`src/rtl/adc_capture_ctrl.sv`:
```
// ADC acquisition sequencer: settle, decimated capture into a small FIFO,
// and valid/ready delivery downstream with busy/done/overflow status.
module adc_capture_ctrl #(
    parameter int DATA_W     = 64,
    parameter int CNT_W      = 16,
    parameter int DEC_W      = 8,
    parameter int FIFO_DEPTH = 4
) (
    input  logic              i_125clk,
    input  logic              i_rst,
    input  logic              i_start,
    input  logic              i_abort,
    input  logic [CNT_W-1:0]  i_num_samples,
    input  logic [DEC_W-1:0]  i_decim,
    input  logic [7:0]        i_settle,
    output logic              o_adc_en,
    input  logic [DATA_W-1:0] i_adc_data,
    input  logic              i_adc_valid,
    output logic [DATA_W-1:0] o_data,
    output logic              o_valid,
    input  logic              i_ready,
    output logic              o_busy,
    output logic              o_done,
    output logic              o_overflow
);
    localparam int AW = $clog2(FIFO_DEPTH);

    typedef enum logic [1:0] {S_IDLE, S_SETTLE, S_CAPTURE, S_DRAIN} state_t;

    state_t            state, state_nxt;
    logic [CNT_W-1:0]  num_lat, smp_cnt;
    logic [DEC_W-1:0]  decim_lat, dec_cnt;
    logic [7:0]        settle_cnt;
    logic [DATA_W-1:0] mem [FIFO_DEPTH];
    logic [AW-1:0]     wr_ptr, rd_ptr;
    logic [AW:0]       fill;
    logic              pop, full, sel, push, drop, last_smp, flush, done_nxt;

    assign pop      = o_valid && i_ready;
    assign full     = (fill == (AW+1)'(FIFO_DEPTH));
    assign flush    = (state != S_IDLE) && i_abort;
    assign sel      = (state == S_CAPTURE) && i_adc_valid && (dec_cnt == '0) && !i_abort;
    // A selected word is taken whenever a slot is free or frees up this cycle.
    assign push     = sel && (!full || pop);
    assign drop     = sel && full && !pop;
    assign last_smp = sel && ((smp_cnt + CNT_W'(1)) == num_lat);

    assign o_valid  = (fill != '0);
    assign o_data   = o_valid ? mem[rd_ptr] : '0;

    always_comb begin
        state_nxt = state;
        done_nxt  = 1'b0;
        case (state)
            S_IDLE: begin
                if (i_start) begin
                    if (i_num_samples == '0) done_nxt  = 1'b1;
                    else                     state_nxt = S_SETTLE;
                end
            end
            S_SETTLE: begin
                if (settle_cnt <= 8'd1) state_nxt = S_CAPTURE;
            end
            S_CAPTURE: begin
                if (last_smp) state_nxt = S_DRAIN;
            end
            S_DRAIN: begin
                if ((fill == '0) || ((fill == (AW+1)'(1)) && pop)) begin
                    state_nxt = S_IDLE;
                    done_nxt  = 1'b1;
                end
            end
            default: state_nxt = S_IDLE;
        endcase
        if (flush) begin
            state_nxt = S_IDLE;
            done_nxt  = 1'b0;
        end
    end

    always_ff @(posedge i_125clk or negedge i_rst) begin
        if (!i_rst) begin
            state      <= S_IDLE;
            o_busy     <= 1'b0;
            o_adc_en   <= 1'b0;
            o_done     <= 1'b0;
            o_overflow <= 1'b0;
            num_lat    <= '0;
            decim_lat  <= '0;
            settle_cnt <= '0;
            dec_cnt    <= '0;
            smp_cnt    <= '0;
        end else begin
            state    <= state_nxt;
            o_done   <= done_nxt;
            o_busy   <= (state_nxt != S_IDLE);
            o_adc_en <= (state_nxt == S_SETTLE) || (state_nxt == S_CAPTURE);
            if ((state == S_IDLE) && i_start) begin
                num_lat    <= i_num_samples;
                decim_lat  <= i_decim;
                settle_cnt <= (i_settle == 8'd0) ? 8'd1 : i_settle;
                dec_cnt    <= '0;
                smp_cnt    <= '0;
                o_overflow <= 1'b0;
            end else begin
                if (state == S_SETTLE) settle_cnt <= settle_cnt - 8'd1;
                if ((state == S_CAPTURE) && i_adc_valid)
                    dec_cnt <= (dec_cnt == decim_lat) ? '0 : dec_cnt + DEC_W'(1);
                // Dropped words still consume a slot of the acquisition window.
                if (sel)  smp_cnt    <= smp_cnt + CNT_W'(1);
                if (drop) o_overflow <= 1'b1;
            end
        end
    end

    always_ff @(posedge i_125clk or negedge i_rst) begin
        if (!i_rst) begin
            wr_ptr <= '0;
            rd_ptr <= '0;
            fill   <= '0;
        end else if (flush) begin
            wr_ptr <= '0;
            rd_ptr <= '0;
            fill   <= '0;
        end else begin
            if (push) wr_ptr <= wr_ptr + AW'(1);
            if (pop)  rd_ptr <= rd_ptr + AW'(1);
            case ({push, pop})
                2'b10:   fill <= fill + (AW+1)'(1);
                2'b01:   fill <= fill - (AW+1)'(1);
                default: fill <= fill;
            endcase
        end
    end

    always_ff @(posedge i_125clk) begin
        if (push) mem[wr_ptr] <= i_adc_data;
    end

endmodule

```
`config.mk`:
```
export PLATFORM = sky130hd
export DESIGN_NAME = adc_capture_ctrl
export DESIGN_NICKNAME = d
export VERILOG_FILES = /design/src/rtl/adc_capture_ctrl.sv
export SDC_FILE = /design/constraint.sdc
export NUM_CORES = 1
export LEC_CHECK = 0
export CORE_ASPECT_RATIO = 1.25
export CORE_MARGIN = 1
export CORE_UTILIZATION = 60
export DETAILED_ROUTE_END_ITERATION = 6
export GPL_TIMING_DRIVEN = 0
export HOLD_SLACK_MARGIN = 0.06
export PLACE_DENSITY = 0.87
export SLEW_MARGIN = 5
export SYNTH_ARGS = -nofsm -noshare
export SYNTH_HDL_FRONTEND = slang
export SYNTH_SLANG_ARGS = --single-unit
```
`constraint.sdc`:
```
create_clock -name i_125clk -period 9.9 [get_ports i_125clk]
set_input_delay 1.485 -clock i_125clk [delete_from_list [all_inputs] [get_ports i_125clk]]
set_output_delay 1.485 -clock i_125clk [all_outputs]
set_load 0.05 [all_outputs]
```
==> metrics.md, run 1 <==
| Metric | Value |
|---|---|
| Min-delay worst type | `reg2reg` |
| Final TNS setup | `0 ns` |
| Std-Cell Rows | `61` |
| Drt via density | `5.90` |
| CP bufs+invs | `4` |
| Avg Synthesized Cell Area | `15.6 um2` |
| Initial antenna violation count | `1` |
| Gates resized, CTS repair | `0` |
| Setup bufs post-CTS | `0` |
| Design Power | `4.53 mW` |
| Worst-margin pin slew | `0.865 ns` |
| Final hold slack | `0.502 ns` |
| PD cells | `268 nW/um2` |
| Worst hold endpoint | `decim_lat[1]` |
| DP HPWL | `19000 um` |
| Hold path cells | `2` |
| Most frequent cells in the layout | `256 x edfxtp_1, 169 x clkdlybuf4s50_1, 99 x nand2_1, 69 x dfrtp_1, 66 x and2_1` |
| Clock transition at path regs | `0.06 ns` |
| NumNets Final | `1205` |
| Hold Vio Cnt, Final | `0` |
| Status | `finished clean` |
| Maximum VDD drop | `267 uV` |
| N_diodes | `0` |
| DR pass1 iterations | `7` |
| Drt total wl | `30100 um` |
| Most common cell after layout, fill and taps aside | `edfxtp_1` |
| Register area share after synthesis | `68.6%` |
| # H-tree levels | `1` |
| GRT overflow | `0` |
| Total GRT Usage | `26.3%` |
| I/O pin count | `171` |
| Final setup vio count | `0` |
| Reg-to-Reg Start | `state[0]` |
| Placeable Area | `22400 um2` |
| Final GP Congestion | `0.884` |
| Critical path's slowest cell | `clkdlybuf4s50_1` |
| CP Max Fanout | `10` |
| Worst R2R Path Depth | `8` |
| Number of DRC violations after detailed-routing iteration 0 | `528` |
| Die Area | `23500 um2` |
| Largest net degree at the start of global routing | `57` |
| Hold Path Origin | `decim_lat[1]` |
| Fmax | `193 MHz` |
| Final worst-path cycle share | `52.3%` |
| Count of pins over their slew limit | `0` |
| CP max stage delay | `0.85 ns` |
| Critical Path Most Common Cell | `clkbuf_1` |
| Critical Path Sink Type | `output port` |
| TritonCTS Buffers | `30` |
| Layout Area Growth over Synthesis | `23.2%` |
| CTS tree | `built` |
| Routed len/inst | `21.6 um` |
| Max Cap Viol | `0` |
| Leakage power | `5.87 nW` |
| Layout cells sized above 1 | `13.2%` |
| Reg-to-Reg End | `mem[3][2]` |
| Final critical-path required period | `5.18 ns` |
| Distinct cells, synth | `58` |
| Clk_lat worst skew | `0.56 ns` |
| Post-Syn Area | `13700 um2` |
| DRC | `0` |
| First-pass GRT wire length | `45900 um` |
| Mapped Cells | `878` |
| Post-route ant nets | `0` |
| Main flop type after synthesis | `edfxtp_1` |
| Number of synthesized flops with an enable pin | `256` |
| Fin util | `75.5%` |
| Worst setup SP type | `register` |
| Critical path depth | `7` |
| Die height | `171 um` |
| Initial Util | `61.3%` |
| WP data arrival | `3.69 ns` |
| Unrepaired setup endpoints after global routing | `no` |
| Crit Path Class | `reg2out` |
| Relative slew slack | `42.3%` |
| FF-to-FF setup slack | `6.86 ns` |
| Port bufs | `170` |
| CP Cell Sequence | `inv_1 -> ha_1 -> nand2b_1 -> clkbuf_1 -> clkbuf_1 -> and2_1 -> clkdlybuf4s50_1` |
| Root Buffer | `clkbuf_16` |
| Vias | `8213` |
| Syn Nets | `998` |
| Max clock buf depth | `3` |
| Post-synth ARST share | `21.2%` |
| Synthesized flop and latch total | `325` |
| Max Clock Skew | `0.0193 ns` |
| CP delay by family, top | `buffers and inverters` |
| Clock sink count | `325` |
| DIE WIDTH | `137 um` |
| YS warnings | `0` |
| Vias in the first global route | `8685` |
| Hold Buf Count CTS | `0` |
| Worst Path Required | `8.42 ns` |
==> logic make-up (layout without fill, tap and decap cells) <==
family / Yosys count / after routing / share of synthesized area, %
flops: 325 / 325 / 68.6
simple gates: 289 / 289 / 10.9
compound gates: 70 / 70 / 3.08
mux: 66 / 66 / 10.7
buf+inv: 59 / 290 / 1.78
xor+xnor: 50 / 50 / 3.19
fa+ha+maj: 19 / 19 / 1.71
==> sequential cells by signal (all words and copies together) (netlist names) <==
signal,cells
fill,3
smp_cnt,16
o_adc_en,1
decim_lat,8
rd_ptr,2
dec_cnt,8
wr_ptr,2
o_overflow,1
num_lat,16
o_busy,1
o_done,1
settle_cnt,8
mem,256
state,2
==> metrics by stage <==
step           setup WS (ns)  instance area, um2  instances
2_1_floorplan           5.62               13700        878
5_1_grt                 4.53               16900       1392
3_3_place_gp            3.64               15800       1331
3_5_place_dp            5.35               15900       1336
4_1_cts                 4.70               16900       1392
6_report                4.72               16900       1392
==> power by group <==
group / internal (mW) / leakage, nW / switching (mW)
combinational: 0.671 / 2.22 / 1.09
clock: 0.652 / 0.460 / 0.487
sequential: 1.55 / 3.20 / 0.0736
total: 2.88 / 5.87 / 1.65
==> layer usage <==
| layer | track usage (%) | vias to the layer above | wire, um |
|---|---|---|---|
| met2 | 46.9 | 317 | 16000 |
| met3 | 6.61 | 60 | 2430 |
| li1 | - | 3696 | - |
| met4 | 8.79 | 0 | 767 |
| met1 | 30.8 | 4140 | 10900 |
| met5 | 0 | - | 0 |
==> synth_stat cells, types with 3 or more instances <==
library cell  instances  share of area (%)
nor2b_1               3               0.14
edfxtp_1            256                 56
o31ai_1               3               0.16
nor3_1                7               0.26
o21ai_1               3               0.11
or3_1                 4               0.18
mux4_2               64                 11
and3_1                8               0.36
o21ai_0              33                1.2
nor3b_1               3               0.16
a31oi_1               3               0.14
nor4_1                9               0.41
nor2_1               44                1.2
and2_1               66                3.0
xnor2_1              33                2.1
ha_1                 18                1.6
clkbuf_1             25               0.68
xor2_1               17                1.1
nand2_1              99                2.7
inv_1                17               0.47
nand2b_1              4               0.18
dfrtp_1              69                 13
a21oi_1              13               0.47
nand4_1              10               0.46
a211oi_1              4               0.22
nand3_1              13               0.47
nor4b_1               3               0.19
buf_2                11               0.40
buf_1                 3              0.082
==> worst reg2reg max path, delay by kind of cell, from the launching register on <==
kind / cells / cell delay (ns)
simple gates: 3 / 1.05
buf+inv: 4 / 0.93
flops: 1 / 0.42
fa+ha+maj: 1 / 0.27
==> worst max path at each step <==
stage                       start    endpoint  slack, ns
after detailed placement  fill[1]  o_data[45]       5.35
after global routing      fill[1]  o_data[42]       4.53
after global placement    i_abort  mem[1][10]       3.64
after CTS                 fill[1]  o_data[42]       4.70
after floorplan           i_abort   mem[0][0]       5.62
final                     fill[1]  o_data[42]       4.72
==> final cells by class <==
cell class	instances	area, um2
multi-input cells	494	4080
plain buffers	42	180
clock buffers	40	810
well taps	283	354
flip-flops and latches	325	9410
inverters	17	63.8
repair buffers	175	1830
clock inverters	16	163
fillers	1316	5470
(Power assumes the default switching activity.)
==> run 2, diff against run 1 <==
- CORE_UTILIZATION: 60 -> 50
- PLACE_DENSITY: 0.87 -> 0.78
- clock period: 9.9 -> 4.2 ns (I/O delays scaled with it)
==> run 2 against run 1 <==
Effect of this change: power rose by 140%; sequential power rose by 140%; cell count rose by 4.9%; hold slack got worse by 0.0014 ns; critical endpoint is now o_data[24]; register-to-register slack got worse by 5.7 ns; first-iteration DRC count fell by 32%; clock power rose by 140%; die area rose by 20%; cell area rose by 0.99%; global-route usage fell by 5.3 points; clock skew barely moved.
==> metrics.md, run 2 (same netlist as run 1, synthesis figures left out) <==
| Metric | Value |
|---|---|
| Status | `finished clean` |
| Hold Vio Cnt, Final | `0` |
| Placed instance area | `16000 um2` |
| # H-tree levels | `2` |
| PD cells | `629 nW/um2` |
| Most frequent cells in the layout | `256 x edfxtp_1, 168 x clkdlybuf4s50_1, 99 x nand2_1, 69 x dfrtp_1, 66 x and2_1` |
| GRT overflow | `0` |
| Max reg flops | `256` |
| Placeable Area | `26900 um2` |
| Comb pwr share | `38.4%` |
| Fin area | `17100 um2` |
| DP HPWL | `18700 um` |
| Total GRT Usage | `21.0%` |
| Drt total wl | `28400 um` |
| Net switching power | `3.89 mW` |
| Max Cap Viol | `0` |
| Number of DRC violations after detailed-routing iteration 0 | `357` |
| Max clock buf depth | `3` |
| DRC | `0` |
| Drt via density | `5.51` |
| Largest net degree at the start of global routing | `55` |
| Worst setup SP type | `register` |
| Relative slew slack | `37.3%` |
| Min-delay worst type | `reg2reg` |
| Crit Path Class | `reg2out` |
| Layout cells sized above 1 | `13.4%` |
| DP Worst Slack | `0.524 ns` |
| CTS tree | `built` |
| Fmax | `252 MHz` |
| Switch share | `36.2%` |
| Leakage power | `5.94 nW` |
| Final worst-path cycle share | `94.6%` |
| DIE WIDTH | `150 um` |
| Port bufs | `170` |
| Vias | `8050` |
| Most common cell after layout, fill and taps aside | `edfxtp_1` |
| Std-Cell Rows | `67` |
| Internal power | `6.84 mW` |
| Layout Area Growth over Synthesis | `24.4%` |
| Max Clock Skew | `0.0189 ns` |
| Final worst slack | `0.225 ns` |
| DR pass1 iterations | `4` |
| First-pass GRT wire length | `45100 um` |
| Final critical-path required period | `3.97 ns` |
| WP data arrival | `3.34 ns` |
| Largest register by flop count | `mem` |
| Critical Path Sink Type | `output port` |
| Count of pins over their slew limit | `0` |
| Sequential power share | `35.8%` |
| Clock power share | `25.9%` |
| Initial Util | `51.0%` |
| Fin util | `63.4%` |
| Vias in the first global route | `8530` |
| Initial antenna violation count | `2` |
| CP Max Fanout | `10` |
| Post-route ant nets | `0` |
| Clock transition at path regs | `0.06 ns` |
| Clk_lat worst skew | `0.51 ns` |
| TritonCTS Buffers | `34` |
| Worst-margin pin slew | `0.941 ns` |
| I/O pin count | `171` |
| Worst Path Required | `3.57 ns` |
| Final GP Congestion | `0.854` |
| Die Area | `28100 um2` |
| Design Power | `10.7 mW` |
| Routed len/inst | `19.4 um` |
| Clock sink count | `325` |
| Root Buffer | `clkbuf_16` |
| Die height | `187 um` |
| Maximum VDD drop | `644 uV` |
| NumNets Final | `1210` |
| Final setup vio count | `0` |
| Final hold slack | `0.501 ns` |
| Top Registers | `mem x256, num_lat x16, smp_cnt x16` |
run 2: path summary, 6_finish.rpt:
check                             startpoint       endpoint  slack, ns  depth (start not counted)
worst max-delay path                 fill[1]     o_data[24]       0.23                          7
worst min-delay path            decim_lat[1]   decim_lat[1]       0.50                          2
worst max register to register      state[0]     mem[2][53]       1.19                          8
worst min register to register  decim_lat[1]   decim_lat[1]       0.50                          2
max in group asynchronous              i_rst  settle_cnt[6]       3.12                          3
min in group asynchronous              i_rst    smp_cnt[10]       0.53                          2
run 2: metal layers:
metal	GRT usage [%]	share of wire, %	vias to the layer above
met3	5.63	7.5	42
li1	-	-	3715
met2	36.4	52	238
met5	0	0	-
met1	25.2	39	4055
met4	6.41	1.9	0
run 2: power groups by stage:
| stage | clock network [mW] | logic (mW) | registers [mW] |
|---|---|---|---|
| floorplan | 0 | 2.81 | 3.89 |
| detailed placement | 0 | 4.13 | 3.89 |
| CTS | 2.85 | 4.16 | 3.83 |
| finish | 2.78 | 4.12 | 3.84 |
| global placement | 0 | 4.09 | 3.90 |
| global route | 2.96 | 4.40 | 3.86 |
run 2: metrics by stage:
step           TNS (ns)  std cells
3_3_place_gp    -334.82       1393
3_5_place_dp          0       1398
5_1_grt        -0.00194       1459
4_1_cts               0       1458
2_1_floorplan         0        878
6_report              0       1460
run 2: layout make-up:
class	count	area, um2
diodes	2	5.00
clock buffers	41	898
clock inverters	18	135
repair buffers	176	1850
flip-flops and latches	325	9410
well taps	345	432
fillers	1930	9850
multi-input cells	494	4080
inverters	17	63.8
plain buffers	42	184
run 2: what timing repair did:
item                                    4_1_cts  5_1_grt
resized for setup                             1        5
endpoints found under the hold margin        15        0
gates cloned                                  0        0
buffers inserted                              0        0
endpoints found under the setup margin        9       28
hold buffers                                  1        0
run 2: worst max-delay path, stage by stage, from the launching register on:
cell,delay (ns)
dfrtp_1,0.47
inv_1,0.13
ha_1,0.29
nand2b_1,0.25
clkbuf_2,0.30
clkbuf_1,0.37
and2_1,0.22
clkdlybuf4s50_1,0.81
==> run 3, diff against run 2 <==
- CELL_PAD_IN_SITES_DETAIL_PLACEMENT: unset -> 1
- CELL_PAD_IN_SITES_GLOBAL_PLACEMENT: unset -> 1
- CORE_UTILIZATION: 50 -> 42
==> run 3 against run 2 <==
Effect of this change: hold slack improved by 0.00079 ns; largest power group unchanged; routed wire length increased by 15%; critical path depth decreased by 2; sequential power about the same.
==> metrics.md, run 3 (same netlist as run 1, synthesis figures left out) <==
| Metric | Value |
|---|---|
| Clock sink count | `325` |
| Vias in the first global route | `9294` |
| Fin area | `17200 um2` |
| Worst-margin pin slew | `0.937 ns` |
| Maximum VDD drop | `666 uV` |
| Crit Path Class | `reg2out` |
| GR Layer Usage met1 | `23.1%` |
| Count of pins over their slew limit | `0` |
| Final GP Congestion | `0.781` |
| Hold Vio Cnt, Final | `0` |
| PD cells | `633 nW/um2` |
| DP HPWL | `21700 um` |
| Root Buffer | `clkbuf_16` |
| Max reg flops | `256` |
| Setup bufs post-CTS | `0` |
| Drt via density | `5.31` |
| FF-to-FF setup slack | `1.10 ns` |
| DIE WIDTH | `164 um` |
| Status | `finished clean` |
| Placeable Area | `32000 um2` |
| Layout cells sized above 1 | `13.4%` |
| Most frequent cells in the layout | `256 x edfxtp_1, 143 x clkdlybuf4s50_1, 99 x nand2_1, 69 x dfrtp_1, 66 x and2_1` |
| Largest net degree at the start of global routing | `57` |
| Largest register by flop count | `mem` |
| # H-tree levels | `2` |
| Min-delay worst type | `reg2reg` |
| Leakage power | `6.26 nW` |
| I/O pin count | `171` |
| # fillers | `3063` |
| CP Max Fanout | `10` |
| Number of DRC violations after detailed-routing iteration 0 | `409` |
| Unrepaired setup endpoints after global routing | `no` |
| Placed Cells | `1465` |
| N_diodes | `0` |
| Final critical-path required period | `3.90 ns` |
| Port bufs | `170` |
| Top Usage Layer GRT | `met2` |
| Critical Path Sink Type | `output port` |
| Worst Path Required | `3.57 ns` |
| Worst Setup EP | `o_data[4]` |
| Max clock buf depth | `3` |
| Met2 track demand over resource | `37.1%` |
| Die height | `204 um` |
| Max Cap Viol | `0` |
| Top Registers | `mem x256, num_lat x16, smp_cnt x16` |
| CP Launch Point | `rd_ptr[1]` |
| Met3 GRT Util | `5.42%` |
| First-pass GRT wire length | `51400 um` |
| GRT overflow | `0` |
| Worst setup SP type | `register` |
| Worst R2R Path Depth | `8` |
| Initial Util | `42.9%` |
| Routed len/inst | `21.4 um` |
| Final setup vio count | `0` |
| Clk_lat worst skew | `0.51 ns` |
| Vias | `8111` |
| Reg-to-Reg Start | `state[0]` |
| Clock transition at path regs | `0.06 ns` |
| Initial antenna violation count | `2` |
| Relative slew slack | `37.5%` |
| DRC | `0` |
| NumNets Final | `1210` |
| CTS tree | `built` |
| Reg-to-Reg End | `mem[0][34]` |
| DP Worst Slack | `0.452 ns` |
| Placed instance area | `16100 um2` |
| Final TNS setup | `0 ns` |
| Most common cell after layout, fill and taps aside | `edfxtp_1` |
| Std-Cell Rows | `73` |
| Max Clock Skew | `0.0132 ns` |
| Final worst slack | `0.295 ns` |
| WP data arrival | `3.27 ns` |
| Total GRT Usage | `20.4%` |
| Layout Area Growth over Synthesis | `25.6%` |
| Fmax | `256 MHz` |
| Final std cells w/o fill | `1527` |
| DR pass1 iterations | `4` |
| Post-route ant nets | `0` |
| Die Area | `33400 um2` |
| Drt total wl | `32600 um` |
| Final worst-path cycle share | `93.0%` |
| TritonCTS Buffers | `34` |
==> run 3: critical path, stage by stage (launching register included) <==
cell and delay (ns):
dfrtp_1 0.36, clkbuf_1 0.52, buf_1 0.58, mux4_2 0.41, and2_1 0.17, clkdlybuf4s50_1 0.73
==> run 3: report_power, final <==
group          switching (mW)  total [mW]  leakage [nW]  internal, mW
sequential              0.181        3.85          3.20          3.67
combinational            2.58        4.14          2.54          1.56
clock                    1.20        2.92         0.523          1.71
==> run 3: area by class of cell <==
| class | instances | area (um2) | area share (%) |
|---|---|---|---|
| Sequential cell | 325 | 9410 | 54.7 |
| Multi-Input combinational cell | 494 | 4080 | 23.7 |
| Timing Repair Buffer | 176 | 1900 | 11.1 |
| Clock buffer | 44 | 910 | 5.28 |
| Tap cell | 412 | 515 | 2.99 |
| Buffer | 42 | 183 | 1.06 |
| Clock inverter | 17 | 155 | 0.901 |
| Inverter | 17 | 63.8 | 0.370 |
==> run 3: metal layers <==
metal  wire, um  up-vias
met5         24        -
li1           -     3709
met1      12500     4114
met3       2240       63
met2      17100      221
met4        792        4
==> run 3: repair_timing <==
action	in CTS	in global routing
setup endpoints to repair	30	28
resized for setup	3	26
hold endpoints to repair	13	0
hold buffers	1	0
==> run 3: worst min path at each step <==
stage	start	endpoint	slack [ns]	cells past startpoint
2_1_floorplan	i_rst	dec_cnt[0]	0.33	0
3_3_place_gp	o_overflow	o_overflow	0.48	2
3_5_place_dp	decim_lat[5]	decim_lat[5]	0.49	2
4_1_cts	i_rst	num_lat[10]	0.51	2
5_1_grt	i_rst	smp_cnt[2]	0.53	2
6_report	decim_lat[2]	decim_lat[2]	0.50	2
==> run 3: per-stage QoR <==
stage               power, mW  utilization [%]  hold slack, ns
floorplan                6.70                -           0.334
global placement         8.05             49.8           0.481
detailed placement       8.10             50.3           0.489
CTS                      11.1             53.7           0.507
global route             11.4             53.9           0.528
finish                   10.9             53.9           0.502
